[src/rtl/apb_bus_arbiter.sv]
// rtl/apb_bus_arbiter.sv - two-port round-robin arbiter in front of the APB master request interface
module apb_bus_arbiter #(
  parameter int unsigned TIMEOUT_CYCLES = 1023
) (
  input  logic        PCLK,
  input  logic        PRESET,
  // requester port 0
  input  logic        s0_transfer,
  input  logic        s0_write,
  input  logic [31:0] s0_addr,
  input  logic [31:0] s0_wdata,
  output logic        s0_ready,
  output logic [31:0] s0_rdata,
  // requester port 1
  input  logic        s1_transfer,
  input  logic        s1_write,
  input  logic [31:0] s1_addr,
  input  logic [31:0] s1_wdata,
  output logic        s1_ready,
  output logic [31:0] s1_rdata,
  // APB master request interface
  output logic        m_transfer,
  output logic        m_write,
  output logic [31:0] m_addr,
  output logic [31:0] m_wdata,
  input  logic        m_ready,
  input  logic [31:0] m_rdata,
  // status
  output logic        grant,
  output logic        busy,
  output logic        timeout
);

  typedef enum logic [1:0] {
    ST_IDLE,
    ST_SETUP,
    ST_WAIT,
    ST_RESP
  } state_t;

  localparam logic [15:0] TIMEOUT_LIMIT = 16'(TIMEOUT_CYCLES);
  localparam logic [15:0] WD_MAX        = 16'hFFFF;

  state_t      state_q, state_d;

  // pending request buffers
  logic        v0_q, v0_d;
  logic        w0_q, w0_d;
  logic [31:0] a0_q, a0_d;
  logic [31:0] d0_q, d0_d;
  logic        v1_q, v1_d;
  logic        w1_q, w1_d;
  logic [31:0] a1_q, a1_d;
  logic [31:0] d1_q, d1_d;

  // arbitration and issued request
  logic        grant_q, grant_d;
  logic        last_grant_q, last_grant_d;
  logic        m_transfer_q, m_transfer_d;
  logic        m_write_q, m_write_d;
  logic [31:0] m_addr_q, m_addr_d;
  logic [31:0] m_wdata_q, m_wdata_d;

  // responses and status
  logic        s0_ready_q, s0_ready_d;
  logic        s1_ready_q, s1_ready_d;
  logic [31:0] s0_rdata_q, s0_rdata_d;
  logic [31:0] s1_rdata_q, s1_rdata_d;
  logic        busy_q, busy_d;
  logic        timeout_q, timeout_d;
  logic [15:0] wd_q, wd_d;

  logic        resp_cycle;
  logic        sel;

  assign resp_cycle = (state_q == ST_RESP);

  // port 1 wins only if it is the sole requester or port 0 was served last
  assign sel = v1_q && (!v0_q || !last_grant_q);

  // Pending buffers: a request is taken when the buffer is empty, or during the
  // granted port's RESP cycle so that a back-to-back request is not lost
  always_comb begin
    v0_d = v0_q;
    w0_d = w0_q;
    a0_d = a0_q;
    d0_d = d0_q;
    v1_d = v1_q;
    w1_d = w1_q;
    a1_d = a1_q;
    d1_d = d1_q;

    if (resp_cycle && !grant_q) begin
      v0_d = 1'b0;
    end
    if (resp_cycle && grant_q) begin
      v1_d = 1'b0;
    end

    if (s0_transfer && (!v0_q || (resp_cycle && !grant_q))) begin
      v0_d = 1'b1;
      w0_d = s0_write;
      a0_d = s0_addr;
      d0_d = s0_wdata;
    end
    if (s1_transfer && (!v1_q || (resp_cycle && grant_q))) begin
      v1_d = 1'b1;
      w1_d = s1_write;
      a1_d = s1_addr;
      d1_d = s1_wdata;
    end
  end

  // Transaction sequencing, response routing and watchdog; outputs follow the next state
  always_comb begin
    state_d      = state_q;
    grant_d      = grant_q;
    last_grant_d = last_grant_q;
    m_write_d    = m_write_q;
    m_addr_d     = m_addr_q;
    m_wdata_d    = m_wdata_q;
    s0_rdata_d   = s0_rdata_q;
    s1_rdata_d   = s1_rdata_q;
    wd_d         = wd_q;
    timeout_d    = timeout_q;

    case (state_q)
      ST_IDLE: begin
        if (v0_q || v1_q) begin
          state_d      = ST_SETUP;
          grant_d      = sel;
          last_grant_d = sel;
          m_write_d    = sel ? w1_q : w0_q;
          m_addr_d     = sel ? a1_q : a0_q;
          m_wdata_d    = sel ? d1_q : d0_q;
          wd_d         = 16'd0;
        end
      end
      ST_SETUP: begin
        if (m_ready) begin
          state_d = ST_RESP;
          if (grant_q) begin
            s1_rdata_d = m_rdata;
          end else begin
            s0_rdata_d = m_rdata;
          end
        end else begin
          state_d = ST_WAIT;
        end
      end
      ST_WAIT: begin
        if (wd_q != WD_MAX) begin
          wd_d = wd_q + 16'd1;
        end
        if (m_ready) begin
          state_d = ST_RESP;
          if (grant_q) begin
            s1_rdata_d = m_rdata;
          end else begin
            s0_rdata_d = m_rdata;
          end
        end
      end
      ST_RESP: begin
        state_d = ST_IDLE;
      end
      default: begin
        state_d = ST_IDLE;
      end
    endcase

    // the flag is sticky; the stalled transaction keeps waiting
    if (wd_d == TIMEOUT_LIMIT) begin
      timeout_d = 1'b1;
    end

    m_transfer_d = (state_d == ST_SETUP);
    busy_d       = (state_d != ST_IDLE);
    s0_ready_d   = (state_d == ST_RESP) && !grant_d;
    s1_ready_d   = (state_d == ST_RESP) && grant_d;
  end

  // State register with asynchronous reset that drops any in-flight or pending work
  always_ff @(posedge PCLK or negedge PRESET) begin
    if (!PRESET) begin
      state_q      <= ST_IDLE;
      v0_q         <= 1'b0;
      w0_q         <= 1'b0;
      a0_q         <= 32'd0;
      d0_q         <= 32'd0;
      v1_q         <= 1'b0;
      w1_q         <= 1'b0;
      a1_q         <= 32'd0;
      d1_q         <= 32'd0;
      grant_q      <= 1'b0;
      last_grant_q <= 1'b1;
      m_transfer_q <= 1'b0;
      m_write_q    <= 1'b0;
      m_addr_q     <= 32'd0;
      m_wdata_q    <= 32'd0;
      s0_ready_q   <= 1'b0;
      s1_ready_q   <= 1'b0;
      s0_rdata_q   <= 32'd0;
      s1_rdata_q   <= 32'd0;
      busy_q       <= 1'b0;
      timeout_q    <= 1'b0;
      wd_q         <= 16'd0;
    end else begin
      state_q      <= state_d;
      v0_q         <= v0_d;
      w0_q         <= w0_d;
      a0_q         <= a0_d;
      d0_q         <= d0_d;
      v1_q         <= v1_d;
      w1_q         <= w1_d;
      a1_q         <= a1_d;
      d1_q         <= d1_d;
      grant_q      <= grant_d;
      last_grant_q <= last_grant_d;
      m_transfer_q <= m_transfer_d;
      m_write_q    <= m_write_d;
      m_addr_q     <= m_addr_d;
      m_wdata_q    <= m_wdata_d;
      s0_ready_q   <= s0_ready_d;
      s1_ready_q   <= s1_ready_d;
      s0_rdata_q   <= s0_rdata_d;
      s1_rdata_q   <= s1_rdata_d;
      busy_q       <= busy_d;
      timeout_q    <= timeout_d;
      wd_q         <= wd_d;
    end
  end

  assign s0_ready   = s0_ready_q;
  assign s0_rdata   = s0_rdata_q;
  assign s1_ready   = s1_ready_q;
  assign s1_rdata   = s1_rdata_q;
  assign m_transfer = m_transfer_q;
  assign m_write    = m_write_q;
  assign m_addr     = m_addr_q;
  assign m_wdata    = m_wdata_q;
  assign grant      = grant_q;
  assign busy       = busy_q;
  assign timeout    = timeout_q;

endmodule
[config.mk]
export PLATFORM = sky130hd
export DESIGN_NAME = apb_bus_arbiter
export DESIGN_NICKNAME = d
export VERILOG_FILES = /design/src/rtl/apb_bus_arbiter.sv
export SDC_FILE = /design/constraint.sdc
export NUM_CORES = 1
export LEC_CHECK = 0
export BUFFER_PORTS_ARGS = -buffer_cell sky130_fd_sc_hd__buf_2
export CAP_MARGIN = 20
export CORE_MARGIN = 2
export CORE_UTILIZATION = 58
export CTS_BUF_LIST = sky130_fd_sc_hd__clkbuf_4
export CTS_CLUSTER_DIAMETER = 100
export CTS_CLUSTER_SIZE = 24
export DETAILED_ROUTE_END_ITERATION = 8
export PLACE_DENSITY = 0.86
export SLEW_MARGIN = 5
export SYNTH_ARGS = -nofsm -noshare
export SYNTH_HDL_FRONTEND = slang
export SYNTH_SLANG_ARGS = --single-unit
[constraint.sdc]
create_clock -name PCLK -period 5.3 [get_ports PCLK]
set_input_delay 0.795 -clock PCLK [delete_from_list [all_inputs] [get_ports PCLK]]
set_output_delay 0.795 -clock PCLK [all_outputs]
set_load 0.005 [all_outputs]
==> out/results.ini <==
[status]
outcome=completed

[clock_network]
cts_tree=done
postCtsSetupRepairBufs=0
cts_buffers=15
ctsResizeCount=0
ctsHoldBuffers=0
clk_path_buf_depth=3
clk-insertion-delay-late_ps=660
htree_levels=1
cts.clk_slew.worst_paths_ps=250
cts_root_buf=clkbuf_4
numClockSinks=286

[die]
ios=302
row_count=52
die_h_um=146
start_util_pct=58.6
core_area_um2=20000
die_x_um=146
die_area_um2=21400

[worst_setup_path]
path_class=reg -> reg
cp_max_fo=24
setup.worst_path.end_class=flop
cp.required_ps=5890
r2r_end=timeout
arrival_ps=3750
reg2reg_depth=8
cp-start-kind=flop
timing.rr.start=state_q[0]
r2r_setup_slack_ps=2140

[finish]
final_cell_mix=buf_2 (300), dfrtp_1 (285), mux2_2 (195), nand2_1 (79), o21ai_0 (77)
layout_commonest_cell=buf_2
drive_above_1_share_pct=47.3
final_nets=1319
final_util_pct=68.1
synthToLayoutAreaGrowth_pct=16.2

[timing]
fin_crit_ps=3160
hold_viol=0
maxSlewHeadroom_pct=32.2
drv_slew=0
tns_ps=0
rsz0062_at_grt=no
period_share_pct=59.6
tightest_slew_ps=1020
skew_ps=31.6
finalSetupViolations=0
max_freq_mhz=316

[global_route]
grt_antenna_before_repair=4
grt_pass1_wl_um=41200
gr-total-overflow=0
grt_start_max_net_pins=126
grt_pass1_vias=8048
grt_usage_pct=23.8

[place]
gp_congestion=0.837
place.port_buffers=301
hpwl_um=18100

[route]
vias_per_cell=5.47
drt_first_iter_violations=351
drt-wirelength-per-cell_um=17.9
dr.pass1.iters=4
drtAntennaViolNets=0
totalWireLength_um=25500
drc=0
num_vias=7791

[synth]
ys.flop_type=dfrtp_1
synth_compound_area_share_pct=5.84
synth.yosys.warnings=0
yosys.area_share.xor_xnor_pct=0.224
netlist_instances=868
synth_area_per_cell_um2=13.5
ys_types=67
synth_area_um2=11700
ys_seq_area_share_pct=60.9
synth_top_family_by_area=multiplexers
synthSimpleGateAreaFrac_pct=6.15
synthMuxAreaShare_pct=24.2
synthArstFlopShare_pct=100
synth_nets=1040
synth.ff_latch_count=286
synth_adder_area_share_pct=0.533
synth-edff-count=0

[pwr]
p_per_area_nw_per_um2=558
vdd_ir_drop_max_mv=0.385
power_mw=7.62
p_leak_nw=6.61

[flow_run]
max_cap_violations=0

[hold_path]
min_path_type=in -> async

[critical path, stage by stage (launching register included)]
cell and delay (ps):
dfrtp_1 480, inv_1 100, ha_1 700, nor2_1 240, or2_1 500, o21ai_0 220, o21ai_0 120, or4b_1 560
o41ai_2 200
[kinds of logic after synthesis]
| group | after synthesis |
|---|---|
| DFF | 286 |
| and+or+nand+nor | 141 |
| adders and majority gates | 5 |
| buffers and inverters | 56 |
| xor gates and xnor gates | 3 |
| AOI/OAI and AO/OA | 117 |
| muxes | 260 |
[cell type report]
| cell class | count | area (um^2) |
|---|---|---|
| sequential | 286 | 7160 |
| fill | 1492 | 6380 |
| multi-input combinational | 526 | 4380 |
| timing repair buffer | 310 | 1600 |
| tap | 270 | 338 |
| clock buffer | 19 | 143 |
| inverter | 8 | 30.0 |
| antenna | 4 | 10.0 |
| clock inverter | 1 | 3.75 |
[sequential cells by signal, indices dropped and copies added, names as in the netlist, 2 cells and up]
register / flops
d0_q: 32
s0_rdata: 32
a0_q: 32
s1_rdata: 32
m_wdata: 32
state_q: 2
m_addr: 32
wd_q: 16
a1_q: 32
d1_q: 32
[per-layer routing]
metal	vias up	wire, um	track usage [%]
met5	-	0	0
met3	41	1870	6.44
met2	246	12900	42.5
li1	3634	-	-
met4	0	595	6.41
met1	3870	10100	28.8
[stage by stage]
step           instance area (um^2)  hold slack (ps)  instances  setup WS, ps
2_1_floorplan                 11700              456        868          2860
3_3_place_gp                  13500              457       1400          2270
3_5_place_dp                  13500              465       1400          2170
4_1_cts                       13600              113       1420          2160
5_1_grt                       13600              134       1422          1860
6_report                      13700              120       1424          2140
[synth_stat cells (all sizes together) (4+ instances only)]
library cell / count / area share (%)
mux2i: 65 / 5.5
o21ai: 78 / 3.3
inv: 8 / 0.26
nand3: 8 / 0.38
a21oi: 12 / 0.54
dfrtp: 285 / 61
ha: 5 / 0.53
nor2: 16 / 0.53
a31oi: 5 / 0.27
nand2: 80 / 2.6
buf: 15 / 0.69
nand4: 4 / 0.47
clkbuf: 33 / 1.2
nor3: 4 / 0.17
mux2: 195 / 19
[power by group]
part           internal (mW)  total [mW]  leakage (nW)  switching, mW
Sequential              3.21        3.74          3.48          0.528
Clock                  0.165       0.769        0.0890          0.604
Combinational           1.64        3.11          3.05           1.47
[worst max-delay path by stage]
stage                   end  slack (ps)  depth (start not counted)        from
global placement    timeout        2270                          8  state_q[0]
CTS                 timeout        2160                          8  state_q[0]
finish              timeout        2140                          8  state_q[0]
detailed placement  timeout        2170                          8  state_q[0]
floorplan           timeout        2860                         10  state_q[0]
global route        timeout        1860                          8  state_q[0]
Power figures use the tool's default switching activity.
